<file path="src/rtl/seven_seg_scan_ctrl.sv">
// Scan controller for a 4-digit common-anode 7-segment display.
// Each digit owns a fixed slot: a short all-dark blanking gap, then the digit
// is driven. Display updates wait in a one-entry pending buffer and are
// committed only at frame boundaries, so a frame never mixes old and new data.
module seven_seg_scan_ctrl #(
    parameter int TICKS_PER_DIGIT = 100000,
    parameter int BLANK_TICKS     = 1000
) (
    input  logic        clk,
    input  logic        rst_n,
    input  logic        en,
    input  logic        upd_valid,
    output logic        upd_ready,
    input  logic [15:0] upd_data,
    input  logic [3:0]  upd_mask,
    output logic [3:0]  digit_code,
    output logic [3:0]  an,
    output logic        frame_start
);

    localparam int CNT_W = $clog2(TICKS_PER_DIGIT);

    localparam logic [CNT_W-1:0] CNT_ONE    = CNT_W'(1);
    localparam logic [CNT_W-1:0] CNT_LAST   = CNT_W'(TICKS_PER_DIGIT - 1);
    localparam logic [CNT_W-1:0] BLANK_LAST = CNT_W'(BLANK_TICKS - 1);

    localparam logic [0:0] ST_BLANK = 1'b0;
    localparam logic [0:0] ST_ON    = 1'b1;

    // Scan state
    logic [0:0]       state_q;
    logic [CNT_W-1:0] cnt_q;
    logic [1:0]       idx_q;
    logic             en_q;

    // Active (displayed) and pending (buffered) update
    logic [15:0] act_data;
    logic [3:0]  act_mask;
    logic [15:0] pend_data;
    logic [3:0]  pend_mask;
    logic        pend_full;

    // Next-state values
    logic [0:0]       state_d;
    logic [CNT_W-1:0] cnt_d;
    logic [1:0]       idx_d;
    logic             commit;
    logic             load_code;
    logic             frame_d;
    logic             accept;
    logic [15:0]      data_nxt;
    logic [3:0]       mask_nxt;
    logic [3:0]       code_d;
    logic [3:0]       an_d;

    assign upd_ready = ~pend_full;
    assign accept    = upd_valid & ~pend_full;

    // Slot sequencing: blank gap, driven phase, advance to next digit; en low
    // parks the scan at the start of slot 0, and its first high edge restarts
    // a frame there.
    always_comb begin
        // NOTE: every output of this block gets a default first, so no path
        // leaves a value unassigned and no latch is inferred.
        state_d   = state_q;
        cnt_d     = cnt_q;
        idx_d     = idx_q;
        commit    = 1'b0;
        load_code = 1'b0;
        frame_d   = 1'b0;
        if (!en || !en_q) begin
            // Parked, or restarting: hold slot 0 blank and flush any pending
            // update so digit 0 shows the latest data.
            state_d   = ST_BLANK;
            cnt_d     = '0;
            idx_d     = 2'd0;
            commit    = pend_full;
            load_code = 1'b1;
            frame_d   = en;
        end else if (state_q == ST_BLANK) begin
            cnt_d = cnt_q + CNT_ONE;
            if (cnt_q == BLANK_LAST) begin
                state_d = ST_ON;
            end
        end else if (cnt_q == CNT_LAST) begin
            // End of slot: next digit, blank first. Leaving digit 3 is the
            // frame boundary, the only place a running scan commits.
            state_d   = ST_BLANK;
            cnt_d     = '0;
            idx_d     = idx_q + 2'd1;
            load_code = 1'b1;
            if (idx_q == 2'd3) begin
                commit  = pend_full;
                frame_d = 1'b1;
            end
        end else begin
            cnt_d = cnt_q + CNT_ONE;
        end
    end

    // Output decode of the next state, so an and digit_code register cleanly
    always_comb begin
        data_nxt = commit ? pend_data : act_data;
        mask_nxt = commit ? pend_mask : act_mask;
        code_d   = load_code ? data_nxt[{idx_d, 2'b00} +: 4] : digit_code;
        an_d     = 4'b1111;
        if (state_d == ST_ON && mask_nxt[idx_d]) begin
            an_d = ~(4'b0001 << idx_d);
        end
    end

    // Scan registers and registered display outputs
    always_ff @(posedge clk or negedge rst_n) begin
        if (!rst_n) begin
            state_q     <= ST_BLANK;
            cnt_q       <= '0;
            idx_q       <= 2'd0;
            en_q        <= 1'b0;
            an          <= 4'b1111;
            digit_code  <= 4'hF;
            frame_start <= 1'b0;
        end else begin
            // NOTE: state registers use non-blocking assignments so every
            // register samples the pre-edge values, independent of order.
            state_q     <= state_d;
            cnt_q       <= cnt_d;
            idx_q       <= idx_d;
            en_q        <= en;
            an          <= an_d;
            digit_code  <= code_d;
            frame_start <= frame_d;
        end
    end

    // Update buffer: accept into pending when empty, move to active on commit
    always_ff @(posedge clk or negedge rst_n) begin
        if (!rst_n) begin
            // NOTE: the data buffers are reset too; they are a handful of
            // flops, and reset must throw away any queued update.
            act_data  <= 16'hFFFF;
            act_mask  <= 4'b0000;
            pend_data <= 16'hFFFF;
            pend_mask <= 4'b0000;
            pend_full <= 1'b0;
        end else begin
            act_data <= data_nxt;
            act_mask <= mask_nxt;
            if (accept) begin
                pend_data <= upd_data;
                pend_mask <= upd_mask;
                pend_full <= 1'b1;
            end else if (commit) begin
                pend_full <= 1'b0;
            end
        end
    end

endmodule

</file>
<file path="config.mk">
export PLATFORM = sky130hd
export DESIGN_NAME = seven_seg_scan_ctrl
export DESIGN_NICKNAME = d
export VERILOG_FILES = /design/src/rtl/seven_seg_scan_ctrl.sv
export SDC_FILE = /design/constraint.sdc
export NUM_CORES = 1
export LEC_CHECK = 0
export CORE_MARGIN = 2
export CORE_UTILIZATION = 43
export DETAILED_ROUTE_END_ITERATION = 6
export PLACE_DENSITY = 0.73
export SYNTH_ARGS = -nofsm -noshare
export SYNTH_HDL_FRONTEND = slang
export SYNTH_SLANG_ARGS = --single-unit
</file>
<file path="constraint.sdc">
create_clock -name clk -period 7.5 [get_ports clk]
set_input_delay 1.5 -clock clk [delete_from_list [all_inputs] [get_ports clk]]
set_output_delay 1.5 -clock clk [all_outputs]
set_load 0.005 [all_outputs]
</file>
==> impl_metrics.py <==
metrics = {
    "final_layout": {
        "drive_above_1_share": 0.3344,
        "syn2layout_area_growth_pct": 18.18,
        "antenna_cells": 0,
        "final_common_cell": "dfstp_2",
        "layout_common_cells": "dfstp_2, mux2_2, clkdlybuf4s50_1",
        "stdcell_count": 401,
        "layout.nets": 323,
    },
    "die": {
        "die-area_um2": 8165,
        "die_w_um": 90.36,
        "start_util": 0.4421,
        "rows": 31,
        "core_region_area_um2": 7253,
        "io-pin-count": 34,
        "dieHeight_um": 90.36,
    },
    "setup_path": {
        "cp-start-kind": "input pin",
        "crit_fanout": 11,
        "cp-end-kind": "flop",
        "crit_required_ns": 7.79,
        "worstSetupPathType": "in -> reg",
        "arrival_ns": 3.87,
    },
    "logic_synthesis": {
        "synth_edf_count": 0,
        "yosys-mux-area-fraction": 0.1572,
        "synth_area_um2": 3207,
        "synth_xor_area_frac": 0.03551,
        "synth_adder_area_share": 0.007803,
        "synth_nets": 288,
        "ys_async_sr_fraction": 1.000,
        "synth_compound_area_frac": 0.05501,
        "synthSimpleGateAreaFrac": 0.1455,
        "synth_warnings": 0,
        "synth_top_family_by_area": "multiplexers",
        "postSynthAreaPerCell_um2": 12.24,
        "synth-seq-cells": 71,
        "synthFlopType": "dfstp_2",
        "ys_types": 44,
        "synthCells": 262,
        "synth_seq_area_share": 0.5696,
    },
    "routing": {
        "dr.pass1.iters": 4,
        "vias": 2064,
        "postRouteWirelength_um": 5840,
        "drt-initial-drc-count": 113,
        "drcViolationCount": 0,
        "viasPerCell": 5.147,
        "avgRoutedWirePerCell_um": 14.56,
        "ant_nets": 0,
    },
    "cts": {
        "clk_pin_slew_ns": 0.07,
        "insertion_delay_ns": 0.35,
        "clockBufferDepth": 2,
        "cts_resized": 0,
        "cts_hold_buf": 0,
        "cts-buffers-inserted": 9,
        "clockRootBuffer": "clkbuf_8",
        "cts.sinks": 71,
        "post_cts_buffers": 0,
        "cts_tree": "built",
        "cts-htree-levels": 3,
    },
    "sta": {
        "whs_ns": 0.4886,
        "hold_viol_final": 0,
        "fmaxAchievable_mhz": 279.2,
        "fin_skew_ns": 0.009383,
        "max_slew_margin": 0.3546,
        "setup_violations": 0,
        "finalCritPeriodShare": 0.4775,
        "finalCriticalPeriod_ns": 3.581,
        "grt_setup_unrepaired": "false",
        "setup_tns_ns": 0,
        "worst_pin_slew_ns": 0.9638,
        "final-max-slew-violation-count": 0,
    },
    "flow_run": {
        "max_cap_viol_count": 0,
    },
    "power_and_ir_drop": {
        "seq_power_share": 0.546,
        "p_clk_frac": 0.294,
        "p_sw_frac": 0.2466,
        "p_switching_uw": 234.1,
        "combPwrFrac": 0.160,
        "powerDensity_nw_per_um2": 250.5,
        "p_int_uw": 715.1,
        "ir_drop_mv": 0.1276,
        "leakage_nw": 1.541,
    },
    "place": {
        "gp_congestion": 0.8499,
        "placed_cells": 385,
        "port_buffers": 33,
        "dp_hpwl_um": 4010,
    },
    "global_route": {
        "grt_pass1_wl_um": 10230,
        "grt_overflow": 0,
        "grt_max_degree": 72,
        "antenna_found_initial": 0,
        "grt_usage": 0.1597,
        "grt_pass1_vias": 2181,
    },
    "min_path": {
        "min_path_type": "reg -> reg",
    },
    "outcome": {
        "status": "complete, no violations",
    },
}
metrics by stage:
stage                       util  instance area [um^2]  setup slack [ns]  power, mW
after floorplan                -                  3207             4.448     0.6135
after global placement    0.4972                  3606             3.723     0.6718
after detailed placement  0.4972                  3606             3.574     0.6780
after CTS                 0.5225                  3790             3.925     0.9636
after global routing      0.5225                  3790             3.645      1.005
final                     0.5225                  3790             3.919     0.9492
kinds of logic after synthesis:
family | after synthesis
AO/OA/AOI/OAI | 24
XOR/XNOR | 13
adder cells (fa/ha/maj) | 2
buffers and inverters | 18
flip-flops | 71
multiplexers | 45
AND/OR/NAND/NOR | 89
metal layers:
metal  global-route usage  vias to the layer above  part of all wire
met5                    0                        -                 0
met4              0.07179                        0             0.021
met3              0.04674                       13             0.038
met2               0.2638                       33              0.50
met1               0.1941                     1031              0.44
li1                     -                      987                 -
state kept, by name (all words and copies together) (netlist names):
name	flops
pend_data	16
cnt_q	17
act_mask	4
idx_q	2
pend_mask	4
act_data	16
frame_start	1
digit_code	4
an	4
en_q	1
state_q	1
pend_full	1
synthesized netlist by cell type, drive strengths merged, types with 2 or more instances:
| cell | number | share of area |
|---|---|---|
| dfstp | 40 | 0.33 |
| mux2 | 37 | 0.13 |
| dfrtp | 31 | 0.24 |
| nor2 | 27 | 0.032 |
| nand2 | 17 | 0.020 |
| nand3 | 11 | 0.017 |
| mux2i | 8 | 0.025 |
| xor2 | 7 | 0.019 |
| buf | 6 | 0.015 |
| inv | 6 | 0.0070 |
| xnor2 | 6 | 0.016 |
| clkbuf | 5 | 0.0059 |
| o21ai | 5 | 0.0078 |
| a21oi | 4 | 0.0062 |
| and2 | 4 | 0.0078 |
| and3 | 4 | 0.0078 |
| nand2b | 4 | 0.0078 |
| nand4 | 4 | 0.0078 |
| nor3 | 4 | 0.0062 |
| or3 | 4 | 0.0078 |
| a21boi | 3 | 0.0070 |
| a31oi | 3 | 0.0059 |
| a32oi | 2 | 0.0055 |
| a41oi | 2 | 0.0078 |
| and4 | 2 | 0.0055 |
| ha | 2 | 0.0078 |
| nor2b | 2 | 0.0039 |
| o211ai | 2 | 0.0047 |
final cells by class:
cell class / count / area (um^2)
clock inverters: 4 / 28.78
clock buffers: 12 / 155.1
flip-flops and latches: 71 / 1827
inverters: 7 / 26.28
multi-input cells: 173 / 1289
fillers: 678 / 3463
well taps: 99 / 123.9
repair buffers: 35 / 340.3
power by group through the flow:
stage                     clock network (mW)  logic, mW  registers, mW
after global routing                   0.310      0.170          0.526
final                                  0.279      0.152          0.518
after CTS                              0.289      0.155          0.519
after detailed placement                   0      0.154          0.524
after floorplan                            0      0.101          0.512
after global placement                     0      0.151          0.521
critical path: stages:
cell and delay, ns:
clkdlybuf4s50_1 0.46, nand2_1 0.21, nor2_1 0.06, mux2i_1 0.69
clkinv_1 0.46, a21boi_0 0.25, o211ai_1 0.12, nand2_1 0.11
final timing paths:
| kind | start | to | slack, ns | depth (start not counted) |
|---|---|---|---|---|
| max in group asynchronous | rst_n | cnt_q[15] | 5.58 | 2 |
| min in group asynchronous | rst_n | cnt_q[5] | 1.34 | 2 |
| max reg2reg | cnt_q[0] | digit_code[2] | 4.11 | 9 |
| min reg2reg | cnt_q[0] | cnt_q[0] | 0.49 | 1 |
| max | en | digit_code[2] | 3.92 | 8 |
| min | cnt_q[0] | cnt_q[0] | 0.49 | 1 |
No activity file was read; power rests on OpenSTA's default activity.
